--- src/rtl/csr_arbiter.sv ---
// Round-robin arbiter sharing one CSR slave port between N_REQ masters, one outstanding transaction.
// Optional response watchdog (TOUT/DRAIN states) enabled by defining CSR_ARB_TIMEOUT_EN.
module csr_arbiter #(
    parameter int N_REQ   = 4,
    parameter int ADDR_W  = 32,
    parameter int DATA_W  = 32,
    parameter int PRIV_W  = 2,
    parameter int TIMEOUT = 256
) (
    input  logic                         clk,
    input  logic                         rst_n,
    input  logic [N_REQ-1:0]             m_req_valid,
    output logic [N_REQ-1:0]             m_req_ready,
    input  logic [N_REQ-1:0]             m_req_write,
    input  logic [N_REQ*ADDR_W-1:0]      m_req_addr,
    input  logic [N_REQ*DATA_W-1:0]      m_req_wdata,
    input  logic [N_REQ*DATA_W/8-1:0]    m_req_wstrb,
    input  logic [N_REQ*PRIV_W-1:0]      m_req_priv,
    output logic [N_REQ-1:0]             m_rsp_valid,
    input  logic [N_REQ-1:0]             m_rsp_ready,
    output logic [DATA_W-1:0]            m_rsp_rdata,
    output logic                         m_rsp_fault,
    output logic                         s_req_valid,
    output logic                         s_req_write,
    output logic [ADDR_W-1:0]            s_req_addr,
    output logic [DATA_W-1:0]            s_req_wdata,
    output logic [DATA_W/8-1:0]          s_req_wstrb,
    output logic [PRIV_W-1:0]            s_req_priv,
    input  logic                         s_req_ready,
    input  logic                         s_rsp_valid,
    input  logic [DATA_W-1:0]            s_rsp_rdata,
    input  logic                         s_rsp_fault,
    output logic                         s_rsp_ready,
    output logic [$clog2(N_REQ)-1:0]     grant_id,
    output logic                         busy
);

    localparam int ID_W   = $clog2(N_REQ);
    localparam int STRB_W = DATA_W / 8;

`ifdef CSR_ARB_TIMEOUT_EN
    localparam int CNT_W = (TIMEOUT > 2) ? $clog2(TIMEOUT) : 1;
    typedef enum logic [2:0] {IDLE, REQ, RSP, TOUT, DRAIN} state_t;
    logic [CNT_W-1:0] cnt_q, cnt_d;
`else
    typedef enum logic [1:0] {IDLE, REQ, RSP} state_t;
`endif

    state_t          state_q, state_d;
    logic [ID_W-1:0] owner_q, owner_d;
    logic [ID_W-1:0] rr_ptr_q, rr_ptr_d;
    logic [ID_W-1:0] winner;
    logic [ID_W-1:0] next_ptr;
    logic            found;
    int unsigned     scan_idx;

    always_ff @(posedge clk or negedge rst_n) begin
        if (!rst_n) begin
            state_q  <= IDLE;
            owner_q  <= '0;
            rr_ptr_q <= '0;
`ifdef CSR_ARB_TIMEOUT_EN
            cnt_q    <= '0;
`endif
        end else begin
            state_q  <= state_d;
            owner_q  <= owner_d;
            rr_ptr_q <= rr_ptr_d;
`ifdef CSR_ARB_TIMEOUT_EN
            cnt_q    <= cnt_d;
`endif
        end
    end

    // First requesting index at or after rr_ptr, wrapping around.
    always_comb begin
        winner   = '0;
        found    = 1'b0;
        scan_idx = 0;
        for (int unsigned i = 0; i < N_REQ; i++) begin
            scan_idx = (32'(rr_ptr_q) + i) % 32'(N_REQ);
            if (!found && m_req_valid[scan_idx]) begin
                winner = ID_W'(scan_idx);
                found  = 1'b1;
            end
        end
    end

    assign next_ptr = (owner_q == ID_W'(N_REQ - 1)) ? '0 : owner_q + 1'b1;

    always_comb begin
        state_d     = state_q;
        owner_d     = owner_q;
        rr_ptr_d    = rr_ptr_q;
`ifdef CSR_ARB_TIMEOUT_EN
        cnt_d       = cnt_q;
`endif
        m_req_ready = '0;
        m_rsp_valid = '0;
        m_rsp_rdata = '0;
        m_rsp_fault = 1'b0;
        s_req_valid = 1'b0;
        s_req_write = 1'b0;
        s_req_addr  = '0;
        s_req_wdata = '0;
        s_req_wstrb = '0;
        s_req_priv  = '0;
        s_rsp_ready = 1'b0;

        case (state_q)
            IDLE: begin
                if (found) begin
                    owner_d = winner;
                    state_d = REQ;
                end
            end
            REQ: begin
                s_req_valid          = 1'b1;
                s_req_write          = m_req_write[owner_q];
                s_req_addr           = m_req_addr[32'(owner_q)*ADDR_W +: ADDR_W];
                s_req_wdata          = m_req_wdata[32'(owner_q)*DATA_W +: DATA_W];
                s_req_wstrb          = m_req_wstrb[32'(owner_q)*STRB_W +: STRB_W];
                s_req_priv           = m_req_priv[32'(owner_q)*PRIV_W +: PRIV_W];
                m_req_ready[owner_q] = s_req_ready;
                if (s_req_ready) begin
                    state_d = RSP;
`ifdef CSR_ARB_TIMEOUT_EN
                    cnt_d   = CNT_W'(TIMEOUT - 1);
`endif
                end
            end
            RSP: begin
                m_rsp_valid[owner_q] = s_rsp_valid;
                s_rsp_ready          = m_rsp_ready[owner_q];
                m_rsp_rdata          = s_rsp_rdata;
                m_rsp_fault          = s_rsp_fault;
                if (s_rsp_valid && m_rsp_ready[owner_q]) begin
                    rr_ptr_d = next_ptr;
                    state_d  = IDLE;
                end
`ifdef CSR_ARB_TIMEOUT_EN
                else if (!s_rsp_valid) begin
                    if (cnt_q == '0) state_d = TOUT;
                    else             cnt_d   = cnt_q - 1'b1;
                end
`endif
            end
`ifdef CSR_ARB_TIMEOUT_EN
            TOUT: begin
                m_rsp_valid[owner_q] = 1'b1;
                m_rsp_fault          = 1'b1;
                // A timed-out owner still counts as served for fairness.
                if (m_rsp_ready[owner_q]) begin
                    rr_ptr_d = next_ptr;
                    state_d  = DRAIN;
                end
            end
            DRAIN: begin
                s_rsp_ready = 1'b1;
                if (s_rsp_valid) state_d = IDLE;
            end
`endif
            default: state_d = IDLE;
        endcase
    end

    assign grant_id = owner_q;
    assign busy     = (state_q != IDLE);

endmodule

--- config.mk ---
export PLATFORM = sky130hd
export DESIGN_NAME = csr_arbiter
export DESIGN_NICKNAME = d
export VERILOG_FILES = /design/src/rtl/csr_arbiter.sv
export SDC_FILE = /design/constraint.sdc
export NUM_CORES = 1
export LEC_CHECK = 0
export CORE_AREA = 2 2 174 176
export DETAILED_ROUTE_END_ITERATION = 8
export DIE_AREA = 0 0 176 178
export PLACE_DENSITY = 0.49
export SYNTH_ARGS = -nofsm -noshare
export SYNTH_HDL_FRONTEND = slang
export SYNTH_SLANG_ARGS = --single-unit
--- constraint.sdc ---
create_clock -name clk -period 1.7 [get_ports clk]
set_input_delay 0.17 -clock clk [delete_from_list [all_inputs] [get_ports clk]]
set_output_delay 0.17 -clock clk [all_outputs]
set_load 0.02 [all_outputs]
**After elaboration in Yosys (flattened, before gate mapping)**

Cells that the tools add are included.

- Register bits: 6
- Bits of input ports: 329
- Word-level logic and storage cells: 76

- Add/subtract/negate cells: 4
- $lt $le $gt $ge: 6
- Equality and inequality tests: 6
- Shift-type cells: 4
- Muxes and demuxes: 38
- Bitwise operators: 2
- Reduce and logical (&&, ||, !) cells: 13

Operator list:

| cell | number |
|---|---|
| variable part select 128 x 8 -> 32 bit | 2 |
| two-way mux 32 bit | 3 |
| two-way mux 2 bit | 9 |
| variable part select 16 x 5 -> 4 bit | 1 |
| less-than comparator 2 x 3 -> 1 bit (second input constant) | 5 |
| two-way mux 1 bit | 15 |
| binary-select mux 1 bit (select 2 bit) | 6 |
| two-way mux 4 bit | 3 |
| AND 4 bit | 2 |
| variable part select 8 x 4 -> 2 bit | 1 |
| inequality test 2 bit (second input constant) | 3 |
| case mux 2 bit (3 select lines) | 1 |
| logical AND 1 bit | 5 |
| adder 2 x 1 -> 2 bit (second input constant) | 2 |
| adder 2 bit (second input constant) | 2 |
| equality test 2 bit (second input constant) | 2 |
| AND reduction 2 bit | 2 |
| logical NOT 1 bit | 3 |
| AND reduction 3 bit | 1 |
| demux 1 bit (select 2 bit) | 1 |
| equality test 2 x 1 -> 1 bit (second input constant) | 1 |
| greater-or-equal comparator 2 x 1 -> 1 bit (second input constant) | 1 |
| logical NOT 2 bit | 1 |
| nonzero test 2 bit | 1 |

**Depth between registers and ports, before layout**

Gate-level depths: netlist of run 1.

- Depth in word-level cells: 14
- Gate-level depth with buffers: 5
- Gate-level depth less buffers: 4

**Worst setup path before layout of run 1**

Ideal clock, no wire load.

- Path type: register to output
- Start: register owner_q[0] (netlist: grant_id[0])
- End: output port s_req_addr[24]
- Data arrival time: 1.668 ns
- Required time: 1.530 ns
- Path slack: -0.138 ns
- Stages on the path, launching flop included: 5
- Path through: dfrtp_1 buf_6 buf_6 mux4_2 and2_1

- Cells in the longest elaborated chain, start to end: 2

Ends and longest elaborated chain:

| what | RTL line | text |
|---|---|---|
| from (decl) | 50 | `logic [ID_W-1:0] owner_q, owner_d;` |
| from (signal assigned) | 67 | `owner_q <= owner_d;` |
| variable part select 128 x 8 -> 32 bit | 120 | `s_req_addr = m_req_addr[32'(owner_q)*ADDR_W +: ADDR_W];` |
| two-way mux 32 bit | 110 | `case (state_q)` |
| to (decl) | 25 | `output logic [ADDR_W-1:0] s_req_addr,` |

No other way between the ends.

**Final worst setup path of run 1**

- Start: register owner_q[0] (netlist: grant_id[0])
- End: output port s_req_wdata[23]

- Cells in the longest elaborated chain, start to end: 2

Ends and longest elaborated chain:

| what | RTL line | text |
|---|---|---|
| variable part select 128 x 8 -> 32 bit | 121 | `s_req_wdata = m_req_wdata[32'(owner_q)*DATA_W +: DATA_W];` |
| two-way mux 32 bit | 110 |  |
| to (decl) | 26 | `output logic [DATA_W-1:0] s_req_wdata,` |

No other way between the ends.

==> results of run 1 <==
-- through the flow --
stage | cells | cell area (sq um) | utilization
5_1_grt | 1143 | 8990 | 0.306
2_1_floorplan | 258 | 2970 | -
6_report | 1143 | 8990 | 0.306
3_5_place_dp | 1096 | 8030 | 0.273
4_1_cts | 1123 | 8320 | 0.283
3_3_place_gp | 1096 | 8030 | 0.273
-- metal layers --
| metal | up-vias | GRT usage |
|---|---|---|
| li1 | 1995 | - |
| met1 | 2143 | 0.152 |
| met2 | 215 | 0.228 |
| met3 | 4 | 0.0254 |
| met4 | 0 | 0.00654 |
| met5 | - | 0 |
-- flip-flops by register name, indices dropped and copies added (netlist names) --
name	flops
rr_ptr_q	2
grant_id	2
state_q	2
-- cell usage after synthesis, types with 2 or more instances --
cell      count
a21oi_1       2
a22o_1        2
and2_1      105
and3_1        8
buf_12        5
buf_2         8
buf_6         2
clkbuf_1     12
dfrtp_1       6
ha_1          4
inv_1         3
mux4_2       72
nand2_1       4
nand2b_1      2
nor2_1        4
nor2b_1       3
-- repair_timing --
action / in CTS / in global routing
endpoints found under the setup margin: 118 / 110
cloned: 3 / 3
buffers inserted: 20 / 16
gates resized for setup: 400 / 223
pin swaps: 7 / 9
-- worst reg2reg max path, cell delays in order, from the launching register on --
cell       delay (ps)
dfrtp_4           490
clkbuf_16         200
mux4_2            560
buf_6             150
nand3_4            60
mux2_4            300
-- final cells by class --
| cell class | count | area [sq um] | share of cell area |
|---|---|---|---|
| antenna | 1 | 2.50 | 0.000278 |
| sequential | 6 | 158 | 0.0175 |
| multi-input combinational | 221 | 2860 | 0.318 |
| timing repair buffer | 518 | 5390 | 0.600 |
| tap | 390 | 488 | 0.0543 |
| clock buffer | 4 | 78.8 | 0.00877 |
| inverter | 3 | 13.8 | 0.00153 |
-- cell families (layout without fill, tap and decap cells) --
logic type / count (synthesis) / after routing / synth area share
mux: 74 / 74 / 0.556
other cells: 0 / 1 / 0
compound gates: 11 / 11 / 0.0267
simple gates: 132 / 132 / 0.273
buf+inv: 31 / 525 / 0.0766
flops: 6 / 6 / 0.0508
fa+ha+maj: 4 / 4 / 0.0169
-- worst min-delay path by stage --
stage                  endpoint  slack, ps  depth (start not counted)
detailed placement  grant_id[1]        460                          1
CTS                 grant_id[1]        220                          1
finish              grant_id[1]        210                          1
global route        grant_id[1]        240                          1
global placement     state_q[0]        460                          1
floorplan           grant_id[0]       -130                          0
-- power by group through the flow --
stage	Sequential [uW]	Combinational, uW	Clock [uW]
5_1_grt	367	11600	410
4_1_cts	327	9360	400
6_report	349	11000	394
3_3_place_gp	323	8970	0
3_5_place_dp	319	8920	0
2_1_floorplan	316	4830	0
==> summary.txt, run 1 <==
Routing
  • Routed WL: 21,700 um
  • Routed Antenna Nets: 0
  • Initial drt markers: 107
  • Met3 Wirelength: 1720 um
  • DR vias: 4,357
  • Drt pass-1 iters: 4
  • Highest metal used: met4
  • Drt via density: 3.81
  • Met1 WL: 8870 um
  • WL/cell: ~19 um
  • Residual DRC: 0
  • Metal2 WL: 11,000 um

Pwr
  • Peak VDD IR: approximately 0.9 mV
  • Comb power frac: 0.937
  • Leak pwr: 0.00356 uW
  • PD cells: ~1300 nW/um^2
  • Clock power share: 0.034
  • Total power: 11,700 uW
  • Share of power burned in registers: 0.030
  • Internal power: 6880 uW
  • Switch Pwr: between 4000 and 5000 uW
  • Switching share of power: 0.412

Setup path
  • Most used cell, CP: buf_6
  • Crit path launch type: register
  • Crit. End Element: primary output
  • Critical Path Sink: s_req_wdata[23]
  • R2R depth: 5
  • Largest stage delay, worst path: between 500 and 600 ps
  • RR Startpoint: grant_id[0]
  • Worst path cell trace: buf_12 > clkbuf_16 > buf_6 > mux4_2 > and2_4 > buf_6
  • CP required: ~1500 ps
  • Critical path depth in cells: 6
  • Critical path arrival: 1940 ps
  • Worst path slowest cell: dfrtp_4
  • Reg2reg setup slack: -190 ps
  • Buf/Inv on CP: 4
  • Critical Path Fanout Max: 7
  • Critical path type: reg2out
  • Crit path max-delay family: buffers and inverters
  • Crit Reg-Reg Endpoint: rr_ptr_q[1]
  • Critical Path Start: grant_id[0]

Global route
  • Vias in the first global route: between 4,000 and 5,000
  • Antenna violations before repair: 1
  • Largest net degree at the start of global routing: 45
  • Grt ovf: 0
  • Overall Global Routing Usage: 0.122
  • First-pass GRT wire length: 29,100 um

Synthesis
  • Top post-synthesis cells by area: mux4_2 55%, and2_1 22%, dfrtp_1 5.1%
  • Sequential share of the synthesized area: 0.0508
  • Count of cell types in the netlist: 32
  • Number of synthesis warnings: 0
  • Register bit count reported by yosys: 6
  • Main synth FF type: dfrtp_1
  • Synthesized Nets: slightly below 600
  • Synth Instances: 258
  • Cell area after synthesis: 2960 sq um
  • Syn_area_per_cell: 11.5 sq um
  • EDFF count, synth: 0
  • Area share of the largest cell type after synthesis: 0.549
  • Async S/R FF share, synth: 1.00
  • Area leader, netlist: mux4_2

Worst hold path
  • Hold Path Class: in2async

CTS
  • Max Root-Sink Buffers: 2
  • Num CTS Buffers: 3
  • CTS sink cnt: 6
  • H-tree depth: 1
  • Root Driver: clkbuf_16
  • CTS clk-pin slew, worst paths: around 40 ps
  • Clock insertion delay at the later pin of the skew report: 230 ps
  • CTS tree: yes
  • Hold-fix buffers at CTS: 0

Timing
  • RSZ-0062 raised after global routing: yes
  • Worst hold slack: 214 ps
  • Crit path time final: around 2100 ps
  • Final setup viols: slightly above 80
  • Max Slew Vio Count: 0
  • Worst-Margin Slew: 332 ps
  • Max Clock Skew: roughly 5.2 ps
  • Final Hold Viols: 0
  • Fin Setup TNS: -25,280 ps
  • Slew headroom: 0.776
  • Peak Freq: 0.474 GHz
  • Period Utilization, post-route: 1.24
  • Worst Slack Setup Final: -409 ps

Flow run
  • Number of max-cap violations: 0

Finish
  • Commonest non-fill, non-tap cell in the layout: clkdlybuf4s50_1
  • Commonest cells after routing, fill and taps aside: 328 x clkdlybuf4s50_1, 91 x buf_6, 72 x mux4_2
  • Layout cells sized above 1: 0.416
  • Nets: 1,086
  • Area delta synth->final: 204%
  • Filler Cell Count: 3,048

Die
  • Rows: 63
  • Chip width: 176 um
  • Core area: 29,400 sq um
  • Chip height: 178 um
  • Die ar.: between 30,000 and 40,000 sq um
  • Ports: 446
  • Initial Util: 0.101

Placement
  • Routability Congestion: 0.813
  • Place WS: -502 ps
  • IO Port Bufs: 445
  • Post-DP HPWL: 17,400 um

Outcome
  • Outcome: finished with violations
  • Failing checks: setup timing
(Power assumes the default switching activity.)
==> run 2, diff against run 1 <==
- GPL_ROUTABILITY_DRIVEN: default -> 0
==> results of run 2 <==
Same layout as run 1: the final DEF is identical, and so are final timing and power.
